--- config.mk ---
export PLATFORM = sky130hd
export DESIGN_NAME = uart_rx_8n1
export DESIGN_NICKNAME = d
export VERILOG_FILES = /design/src/rtl/uart_pkg.sv /design/src/rtl/uart_baud_tick.sv /design/src/rtl/uart_rx_8n1.sv
export SDC_FILE = /design/constraint.sdc
export NUM_CORES = 1
export LEC_CHECK = 0
export CAP_MARGIN = 5
export CORE_MARGIN = 1.5
export CORE_UTILIZATION = 57
export DETAILED_ROUTE_END_ITERATION = 7
export HOLD_SLACK_MARGIN = 0.05
export PLACE_DENSITY = 0.79
export SYNTH_ARGS = -nofsm -noshare
export SYNTH_HDL_FRONTEND = slang
export SYNTH_SLANG_ARGS = --single-unit
--- constraint.sdc ---
create_clock -name clk -period 2.7 [get_ports clk]
set_input_delay 0.54 -clock clk [delete_from_list [all_inputs] [get_ports clk]]
set_output_delay 0.54 -clock clk [all_outputs]
set_load 0.005 [all_outputs]
--- src/rtl/uart_pkg.sv ---
// Shared UART definitions: receiver state encoding, frame width and the
// baud divider calculation used by both the receiver and the transmitter.
package uart_pkg;

  localparam int unsigned DATA_BITS = 8;

  typedef enum logic [1:0] {IDLE, START, DATA, STOP} uart_rx_state_e;

  // Clocks per oversample tick, rounded to nearest.
  function automatic int unsigned baud_div(input int unsigned clk_hz,
                                           input int unsigned baud,
                                           input int unsigned os);
    return (clk_hz + (baud * os) / 2) / (baud * os);
  endfunction

endpackage

--- src/rtl/uart_baud_tick.sv ---
// Baud/oversample tick divider: one-cycle tick every DIV clocks while enabled,
// synchronously cleared to phase 0. DIV == 1 gives a tick on every enabled cycle.
module uart_baud_tick #(
  parameter int unsigned DIV = 1
) (
  input  logic clk_i,
  input  logic rst_ni,
  input  logic en_i,
  input  logic clr_i,
  output logic tick_o
);

  localparam int unsigned   CW   = (DIV > 1) ? $clog2(DIV) : 1;
  localparam logic [CW-1:0] LAST = CW'(DIV - 1);

  logic [CW-1:0] cnt_q, cnt_d;

  // Next count: clear wins, otherwise wrap at DIV-1 while enabled.
  always_comb begin
    cnt_d = cnt_q;
    if (clr_i) begin
      cnt_d = '0;
    end else if (en_i) begin
      cnt_d = (cnt_q == LAST) ? '0 : cnt_q + 1'b1;
    end
  end

  // Divider counter register.
  always_ff @(posedge clk_i or negedge rst_ni) begin
    if (!rst_ni) cnt_q <= '0;
    else         cnt_q <= cnt_d;
  end

  assign tick_o = en_i && !clr_i && (cnt_q == LAST);

endmodule

--- src/rtl/uart_rx_8n1.sv ---
// 8N1 UART receiver: two-flop synchronizer, oversampled start/data/stop FSM
// with 3-sample majority vote, and a one-entry valid/ready holding register.
module uart_rx_8n1
  import uart_pkg::*;
#(
  parameter int unsigned CLK_FREQ_HZ = 100_000_000,
  parameter int unsigned BAUD        = 115_200,
  parameter int unsigned OVERSAMPLE  = 16
) (
  input  logic                 clk,
  input  logic                 rst_n,
  input  logic                 rx,
  output logic [DATA_BITS-1:0] data,
  output logic                 valid,
  input  logic                 ready,
  output logic                 frame_err,
  output logic                 overrun,
  output logic                 busy
);

  localparam int unsigned   DIV     = baud_div(CLK_FREQ_HZ, BAUD, OVERSAMPLE);
  localparam int unsigned   PW      = $clog2(OVERSAMPLE);
  localparam int unsigned   BW      = $clog2(DATA_BITS);
  localparam logic [PW-1:0] PH_LAST = PW'(OVERSAMPLE - 1);
  localparam logic [PW-1:0] PH_S0   = PW'(OVERSAMPLE / 2 - 1);
  localparam logic [PW-1:0] PH_S1   = PW'(OVERSAMPLE / 2);
  localparam logic [PW-1:0] PH_S2   = PW'(OVERSAMPLE / 2 + 1);
  localparam logic [BW-1:0] BIT_LAST = BW'(DATA_BITS - 1);

  logic [1:0]           sync_q;
  logic                 rx_s;
  uart_rx_state_e       state_q, state_d;
  logic [PW-1:0]        phase_q, phase_d;
  logic [BW-1:0]        bit_q, bit_d;
  logic [1:0]           smp_q, smp_d;
  logic [DATA_BITS-1:0] shreg_q, shreg_d;
  logic [DATA_BITS-1:0] data_q, data_d;
  logic                 valid_q, valid_d;
  logic                 fe_q, fe_d;
  logic                 ov_q, ov_d;
  logic                 tick, tick_clr, vote, vote_now, load;

  assign rx_s = sync_q[1];
  assign busy = (state_q != IDLE);

  uart_baud_tick #(.DIV(DIV)) u_tick (
    .clk_i  (clk),
    .rst_ni (rst_n),
    .en_i   (busy),
    .clr_i  (tick_clr),
    .tick_o (tick)
  );

  // Two-flop synchronizer for the asynchronous line, idling high.
  always_ff @(posedge clk or negedge rst_n) begin
    if (!rst_n) sync_q <= '1;
    else        sync_q <= {sync_q[0], rx};
  end

  assign vote     = (smp_q[0] & smp_q[1]) | (smp_q[0] & rx_s) | (smp_q[1] & rx_s);
  assign vote_now = tick && (phase_q == PH_S2);

  // Frame FSM, sampling/shift datapath and holding register next-state.
  always_comb begin
    state_d  = state_q;
    phase_d  = phase_q;
    bit_d    = bit_q;
    smp_d    = smp_q;
    shreg_d  = shreg_q;
    data_d   = data_q;
    valid_d  = valid_q;
    fe_d     = 1'b0;
    ov_d     = 1'b0;
    load     = 1'b0;
    tick_clr = 1'b0;

    if (state_q == IDLE) begin
      if (!rx_s) begin
        state_d  = START;
        phase_d  = '0;
        tick_clr = 1'b1;
      end
    end else if (tick) begin
      phase_d = (phase_q == PH_LAST) ? '0 : phase_q + 1'b1;
      if (phase_q == PH_S0) smp_d[0] = rx_s;
      if (phase_q == PH_S1) smp_d[1] = rx_s;
      case (state_q)
        START: begin
          if (vote_now && vote) begin
            state_d = IDLE;
          end else if (phase_q == PH_LAST) begin
            state_d = DATA;
            bit_d   = '0;
          end
        end
        DATA: begin
          if (vote_now) shreg_d = {vote, shreg_q[DATA_BITS-1:1]};
          if (phase_q == PH_LAST) begin
            if (bit_q == BIT_LAST) state_d = STOP;
            else                   bit_d   = bit_q + 1'b1;
          end
        end
        STOP: begin
          if (vote_now) begin
            state_d = IDLE;
            if (vote) load = 1'b1;
            else      fe_d = 1'b1;
          end
        end
        default: ;
      endcase
    end

    if (load) begin
      data_d  = shreg_q;
      valid_d = 1'b1;
      ov_d    = valid_q && !ready;
    end else if (valid_q && ready) begin
      valid_d = 1'b0;
    end
  end

  // State and datapath registers.
  always_ff @(posedge clk or negedge rst_n) begin
    if (!rst_n) begin
      state_q <= IDLE;
      phase_q <= '0;
      bit_q   <= '0;
      smp_q   <= '0;
      shreg_q <= '0;
      data_q  <= '0;
      valid_q <= 1'b0;
      fe_q    <= 1'b0;
      ov_q    <= 1'b0;
    end else begin
      state_q <= state_d;
      phase_q <= phase_d;
      bit_q   <= bit_d;
      smp_q   <= smp_d;
      shreg_q <= shreg_d;
      data_q  <= data_d;
      valid_q <= valid_d;
      fe_q    <= fe_d;
      ov_q    <= ov_d;
    end
  end

  assign data      = data_q;
  assign valid     = valid_q;
  assign frame_err = fe_q;
  assign overrun   = ov_q;

endmodule

### Word-level counts from Yosys, hierarchy flattened

Index checks and enable logic that the tools add are counted.

* bits in registers: 38
* input bits: 4
* output and inout port bits: 12
* word-level logic and storage cells: 96

* add/sub/neg operators: 3
* equality and inequality tests: 18
* mux-type cells: 36
* bitwise gates (word level): 6
* reduce and logical (&&, ||, !) cells: 21

Operator list (count)
* 6-bit two-way mux: 3
* 2-bit two-way mux: 8
* 4-bit two-way mux: 4
* 1-bit two-way mux: 15
* 7-bit AND reduction: 2
* 4-bit == test (second input constant): 3
* 3-bit two-way mux: 4
* 2-bit != test (second input constant): 5
* 2-bit nonzero test: 5
* 3-bit != test (second input constant): 3
* 6-bit by 1-bit adder with 6-bit output (second input constant): 1
* 6-bit == test (second input constant): 1
* 1-bit logical AND: 6
* 2-bit case mux with 3 select lines: 1
* 3-bit case mux with 2 select lines: 1
* 3-bit AND reduction: 2
* 4-bit by 1-bit adder with 4-bit output (second input constant): 1
* 2-bit == test (second input constant): 2
* 4-bit by 3-bit == test with 1-bit output (second input constant): 1
* 4-bit != test (second input constant): 1
* 4-bit AND reduction: 1
* 4-bit nonzero test: 1
* 3-bit by 1-bit adder with 3-bit output (second input constant): 1
* 1-bit bitwise AND: 3
* other kinds (7): 9

### Depth between registers and ports, before layout

Gate-level depths: netlist of run 1.

* depth in word-level cells: 11
* depth in mapped cells: 8
* depth with buffers taken out: 7

### Modules after synthesis

From an unflattened synthesis of run 1, not the netlist that was laid out.

* cell total of the unflattened synthesis: 164
* area total of the unflattened synthesis: 1961.9 um^2

Modules (own cells, without submodules)
* uart_rx_8n1: instances 1, cells an instance 120, area each 1580.3 um^2, seq. area each 803.3 um^2
* uart_baud_tick: instances 1, cells an instance 44, area each 381.6 um^2, seq. area each 150.1 um^2

### Worst setup path before layout of run 1

No wires, ideal clock.

* path kind: flip-flop to flip-flop
* start point: register state_q[0]
* end point: register state_q[0]
* library setup time: 0.125 ns
* arrival time: 1.754 ns
* data required time: 2.575 ns
* setup slack: 0.821 ns
* stages on the path, launching flop included: 9
* path buffers: 1
* clock period less this slack: 1.879 ns
* path through: dfrtp_1 inv_1 ha_1 buf_6 and4bb_1 nand3_2 a221oi_4 and4_2 nor3_1

* word-level cells in the longest chain between the ends: 11
* elaborated cells between the ends (all ways): 23
* classes of those cells: eq/ne (8); mux (5); reduce/logical (10)

Ends and longest elaborated chain
* start: declaration: RTL line uart_rx_8n1.sv:32 `uart_rx_state_e state_q, state_d;`
* start signal: assignment: RTL line uart_rx_8n1.sv:136 `state_q <= state_d;`
* 2-bit logical NOT: RTL line uart_rx_8n1.sv:77 `if (state_q == IDLE) begin`
* 1-bit two-way mux: RTL line uart_rx_8n1.sv:77
* 1-bit logical NOT: RTL line uart_baud_tick.sv:34 `assign tick_o = en_i && !clr_i && (cnt_q == LAST);`
* 1-bit logical AND (2 in a row): RTL line uart_baud_tick.sv:34
* 1-bit logical AND: RTL line uart_rx_8n1.sv:61 `assign vote_now = tick && (phase_q == PH_S2);`
* 1-bit logical AND: RTL line uart_rx_8n1.sv:89 `if (vote_now && vote) begin`
* 2-bit two-way mux: RTL line uart_rx_8n1.sv:89
* 2-bit case mux with 3 select lines: RTL line uart_rx_8n1.sv:87 `case (state_q)`
* 2-bit two-way mux: RTL line uart_rx_8n1.sv:83 `end else if (tick) begin`
* 2-bit two-way mux: RTL line uart_rx_8n1.sv:77

Parallel ways exist; a longest one is shown, timed or not. The select of a mux whose other input is x is not followed.
A chain may end at the register's enable or synchronous reset.

### Final worst setup path of run 1

* start point: register state_q[0]
* end point: output port busy

* word-level cells in the longest chain between the ends: 1

Ends and longest elaborated chain
* 2-bit nonzero test: RTL line uart_rx_8n1.sv:44 `assign busy = (state_q != IDLE);`
* end: declaration: RTL line uart_rx_8n1.sv:18 `output logic busy`

No other way between the ends.

==> impl_results.md, run 1 <==
* Register Area at 953 sq um
* Critical Path Sink: busy
* Die H at just over 60 microns
* Initial antenna violation count at 0
* Total Power at 898 uW
* Crit Path Category: reg -> out
* Final Worst Setup Slack at 0.266 ns
* Clock Path Buffers at 2
* Antenna fix cells at 0
* Power Density at 417 mW/mm^2
* Tot GR Track Use at 0.208
* Hold WC Path Type: in -> async
* RSZ-0062 raised after global routing: false
* Finish-stage setup viols at 0
* YS warnings at 0
* Clock H-tree levels at 2
* Worst setup EP type: primary output
* Highest clock rate at between 400 and 500 MHz
* Slew @ Worst Pin at about 0.81 ns
* Register-to-Register Path Depth at 8
* Post-DRT Antenna Nets at 0
* RD Place Congestion at 0.833
* Syn nets at 177
* Clock slew at reported path FFs at 0.11 ns
* Fin crit share at 0.901
* Setup bufs post-CTS at 0
* DR vias/cell at 5.68
* Leakage at 0.00102 uW
* Worst path slowest cell: clkdlybuf4s50_1
* R2r endpoint: state_q[0]
* Max-Cap Viols at 0
* Post-Place Setup Slack at ~0.5 ns
* GRT overflow at 0
* Fin crit period at between 2 and 2.5 ns
* Post-synth cell types at 45
* Async SR Flop Fraction at 1.00
* Worst setup SP type: register
* Worst endpoint data arrival time at around 1.9 ns
* Post-CTS sizing at 0
* Die W at roughly 61 microns
* Crit path top cell by count: inv_1
* Slowest stage delay, CP at 0.53 ns
* Sequential element share of the synthesized area at 0.493
* Clock sink count at 38
* Via Count at 1,279
* CP bufs+invs at 3
* Fillers at 243
* DR WL/cell at between 10 and 15 microns
* Final Hold Viols at 0
* Post-synth EDFFs at 0
* Dominant synthesized flop cell: dfrtp_1
* Clk root buf: clkbuf_4
* Peak VDD IR at 0.286 mV
* Cell count after synthesis at 162
* Crit. path cell count at 4
* Most frequent cells in the layout: 36 x dfrtp_1, 18 x mux2_2, 15 x nand2_1, 14 x clkdlybuf4s50_1
* Req. time, crit path at 2.16 ns
* Cells along the critical path: inv_1, ha_1, inv_1, clkdlybuf4s50_1
* Post-DP HPWL at 2.35 mm
* Clock Skews at 0.00573 ns
* IO Port Bufs at 15
* Layout cells sized above 1 at 0.254
* Worst-path fanout max at 7
* CP delay by family, top: buffers and inverters
* WL final at 3.21 mm
* Setup TNS at 0 ns
* Multi-input gate area at approximately 900 sq um
* Rel. slew slack at 0.461
* Nets at 195
* Run status: finished, final reports clean
* Crit. Startpoint: state_q[0]
* Hold WS at about 0.27 ns
* IO Count at 16
* DR iter-0 viols at 44
* Vias in the first global route at roughly 1.3k
* R2r setup slk at between 0.4 and 0.5 ns
* CTS Buf Count at 5
* Starting density of the core at 0.619
* Final Max Tran Viols at 0
* # rows at 20
* FF-to-FF Start: state_q[0]
* Synthesized cell area at 0.00194 sq mm
* Commonest non-fill, non-tap cell in the layout: dfrtp_1
* Detailed Routing Iterations Pass 1 at 4
* Largest net degree at the start of global routing at 39
* P&R area growth vs syn at 11.2%
* CTS tree: done
* Area of the core at 0.00313 sq mm
* First-pass GRT wire length at 5.49 mm
* Clk_lat worst skew at between 0.3 and 0.4 ns
* #FFs+latches synth at 38
* Die footprint at about 0.0038 sq mm
* Syn Area/Cell at 11.9 sq um
* Hold buffer count at CTS at 0
* DRC at 0
==> synth_stat cells, types with 2 or more instances <==
master | number | area share
nand2_1 | 15 | 0.029
dfrtp_1 | 36 | 0.47
clkbuf_8 | 2 | 0.014
a22o_1 | 3 | 0.014
mux2_2 | 18 | 0.10
dfstp_2 | 2 | 0.027
a21oi_1 | 2 | 0.0052
nor3_1 | 3 | 0.0078
ha_1 | 11 | 0.071
inv_1 | 7 | 0.014
and3_2 | 2 | 0.0078
nand2b_1 | 2 | 0.0065
nor2_1 | 8 | 0.016
nand4b_1 | 2 | 0.0091
nand3_2 | 2 | 0.010
buf_6 | 2 | 0.012
o211ai_1 | 2 | 0.0078
mux2i_1 | 2 | 0.010
o21ai_0 | 11 | 0.028
nand3_1 | 5 | 0.013
==> cell families (layout without fill, tap and decap cells) <==
family	Yosys count	count (layout)	synth area share
AO/OA/AOI/OAI	27	27	0.111
XOR/XNOR	1	1	0.00453
adder cells (fa/ha/maj)	12	12	0.0769
buffers and inverters	12	31	0.0420
flip-flops	38	38	0.493
multiplexers	20	20	0.115
AND/OR/NAND/NOR	52	52	0.158
==> layer usage <==
metal	global-route usage	part of all wire	vias to the layer above
li1	-	-	618
met1	0.240	0.43	614
met2	0.354	0.50	41
met5	0	0	-
met3	0.0609	0.047	6
met4	0.0963	0.019	0
==> worst min-delay path by stage <==
stage	startpoint	end	slack, ns	cells past startpoint
2_1_floorplan	rst_n	bit_q[0]	0.24	0
3_3_place_gp	sync_q[0]	sync_q[1]	0.35	0
3_5_place_dp	sync_q[0]	sync_q[1]	0.35	0
4_1_cts	rst_n	data[3]	0.28	1
5_1_grt	rst_n	data[2]	0.32	1
6_report	rst_n	shreg_q[1]	0.27	1
==> cell type report <==
class,instances,share of cell area
Multi-Input combinational cell,112,0.419
Clock inverter,2,0.00581
Timing Repair Buffer,16,0.0709
Clock buffer,6,0.0238
Tap cell,44,0.0256
Sequential cell,38,0.443
Inverter,7,0.0122
==> state kept, by name, indices dropped and copies added (netlist names) <==
name and cells:
overrun 1, state_q 2, u_tick.cnt_q 6, phase_q 4
valid 1, data 8, bit_q 3, frame_err 1
shreg_q 8, smp_q 2, sync_q 2
==> power breakdown <==
group,total (uW),leakage [uW],internal (uW),switching (uW)
sequential,573,0.000509,572,1.76
clock,311,0.0000343,125,186
combinational,13.7,0.000473,3.25,10.4
total,898,0.00102,700,198
==> stage by stage <==
| stage | area [sq um] | cells | util |
|---|---|---|---|
| 2_1_floorplan | 1940 | 162 | - |
| 6_report | 2150 | 225 | 0.688 |
| 3_5_place_dp | 2090 | 217 | 0.668 |
| 4_1_cts | 2150 | 225 | 0.688 |
| 5_1_grt | 2150 | 225 | 0.688 |
| 3_3_place_gp | 2090 | 217 | 0.668 |
No activity file was read; power rests on OpenSTA's default activity.
==> run 2: changes to the inputs <==
==> constraint.sdc (replaced) <==
create_clock -name clk -period 2.7 [get_ports clk]
set_input_delay 0.81 -clock clk [delete_from_list [all_inputs] [get_ports clk]]
set_output_delay 0.81 -clock clk [all_outputs]
set_load 0.005 [all_outputs]
==> run 2 against run 1 <==
Effect of this change: clock power increased by 2%; count of clock-buffer cells in the layout increased by 1; sequential share of layout area increased by 0.11 points; via count increased by 2.0%; maximum frequency decreased by 6.3%; critical path type unchanged; largest cell class unchanged.
==> impl_results.md, run 2 (synthesized netlist as in run 1, its figures left out) <==
* Finish-stage setup viols at 0
* Final Max Tran Viols at 0
* CP bufs+invs at 3
* Max-Cap Viols at 0
* # rows at 20
* DR iter-0 viols at 98
* Cells along the critical path: inv_1, ha_1, inv_1, clkdlybuf4s50_1
* CP delay by family, top: buffers and inverters
* Clock Path Buffers at 2
* Crit Path Category: reg -> out
* Post-layout util at 0.687
* Power Density at between 400 and 500 mW/mm^2
* Detailed Routing Iterations Pass 1 at 4
* IO Port Bufs at 15
* IO Count at 16
* Tot GR Track Use at 0.219
* Register-to-Register Path Depth at 8
* Net Sw Frac at 0.225
* Run status: finished, final reports clean
* RSZ-0062 raised after global routing: false
* Hold WC Path Type: reg -> reg
* Layout cells sized above 1 at 0.254
* Starting density of the core at 0.619
* Nets at between 150 and 200
* Worst path slowest cell: clkdlybuf4s50_1
* Crit path top cell by count: inv_1
* Clk_lat worst skew at 0.36 ns
* CTS Buf Count at 5
* DRC at 0
* Final Hold Viols at 0
* Initial antenna violation count at 0
* Peak VDD IR at roughly 0.28 mV
* Worst setup EP type: primary output
* Die footprint at 0.00375 sq mm
* WL final at 3.49 mm
* Fin crit period at 2.60 ns
* Comb pwr share at 0.015
* First-pass GRT wire length at 5.87 mm
* Clock power frac at 0.351
* Worst setup SP type: register
* Die H at 61.3 microns
* P&R area growth vs syn at 11.1%
* Slowest stage delay, CP at roughly 0.52 ns
* Crit. path cell count at 4
* Clock slew at reported path FFs at 0.12 ns
* Final Worst Setup Slack at approximately 0.10 ns
* Antenna fix cells at 0
* Fillers at about 240
* Largest net degree at the start of global routing at 39
* Worst endpoint data arrival time at 1.79 ns
* Most frequent cells in the layout: 35 x dfrtp_1, 18 x mux2_2, 15 x nand2_1, 14 x clkdlybuf4s50_1
* P_sw at 204 uW
* Post-DRT Antenna Nets at 0
* Setup TNS at 0 ns
* Hold buffer count at CTS at 0
* Req. time, crit path at 1.89 ns
* Post-DP HPWL at 2.48 mm
* Clock H-tree levels at 2
* Post-Place Setup Slack at 0.525 ns
* Int Pwr at 701 uW
* Highest clock rate at between 300 and 400 MHz
* DR WL/cell at between 15 and 20 microns
* Rel. slew slack at 0.455
* Fin crit share at 0.962
* Hold Crit Depth at 0
* Via Count at 1,305
* Reg power frac at 0.634
* Die W at 61.3 microns
* Clock Skews at 0.0160 ns
* Worst-path fanout max at 5
* GRT overflow at 0
* Commonest non-fill, non-tap cell in the layout: dfrtp_1
* Slew @ Worst Pin at ~0.8 ns
* CTS tree: done
* Clock sink count at 38
* RD Place Congestion at 0.766
* Clk root buf: clkbuf_4
* Leakage at 0.00102 uW
* Fin area at 0.00215 sq mm
* Vias in the first global route at 1,354
* DR vias/cell at 5.80
* Area of placed instances at 0.00209 sq mm
* Area of the core at 0.00313 sq mm
-- run 2: changes by cell type in the layout (fill, tap and decap cells not counted) --
| cell | delta |
|---|---|
| clkbuf_1 | +1 |
| clkinvlp_4 | -1 |
| dfrtp_1 | -1 |
| dfrtp_2 | +1 |
-- run 2: path summary, 6_finish.rpt --
path                            startpoint          to  slack (ns)
max in group asynchronous            rst_n  state_q[0]        1.61
worst max-delay path            state_q[1]        busy        0.10
worst min-delay path             sync_q[0]   sync_q[1]        0.36
min in group asynchronous            rst_n    bit_q[1]        0.53
worst min register to register   sync_q[0]   sync_q[1]        0.36
worst max register to register  state_q[1]  state_q[1]        0.50
-- run 2: through the flow --
step / total power, uW / instances / hold slack, ns
global placement: 599 / 217 / 0.348
finish: 905 / 225 / 0.361
floorplan: 584 / 162 / 0.345
global route: 931 / 225 / 0.372
CTS: 906 / 225 / 0.362
detailed placement: 600 / 217 / 0.347
-- run 2: power by group through the flow --
stage	registers (uW)	clock network [uW]	logic, uW
after detailed placement	585	0	15.0
after floorplan	584	0	0.274
final	574	317	14.0
after global placement	585	0	14.5
after global routing	574	341	16.4
after CTS	574	317	15.0
-- run 2: worst reg2reg max path, cell delays in order, from the launching register on --
cell	delay, ns
dfrtp_1	0.44
inv_1	0.11
ha_1	0.21
buf_4	0.20
and4bb_1	0.34
nand4_1	0.14
o21bai_1	0.32
nand3_2	0.13
o32ai_2	0.23
-- run 2: per-layer routing --
layer,global-route usage,wire length (microns),vias up
met4,0.118,63,0
li1,-,-,618
met2,0.375,1820,23
met5,0,0,-
met1,0.257,1490,658
met3,0.0441,124,6
-- run 2: layout make-up --
cell class              count  area (sq um)  area share
clock buffers               7          55.1      0.0256
multi-input cells         112           901       0.419
inverters                   7          26.3      0.0122
flip-flops and latches     38           955       0.444
repair buffers             16           153      0.0710
clock inverters             1          5.00     0.00233
well taps                  44          55.1      0.0256
-- run 2: repair_timing --
action | CTS | global route
buffers inserted | 0 | 0
endpoints found under the setup margin | 0 | 1
gates resized for setup | 0 | 1
==> run 3: changes to the inputs <==
Settings changed: CAP_MARGIN 5 to unset.
==> results of run 3 <==
Same layout as run 2: the final DEF is identical, and so are final timing and power.
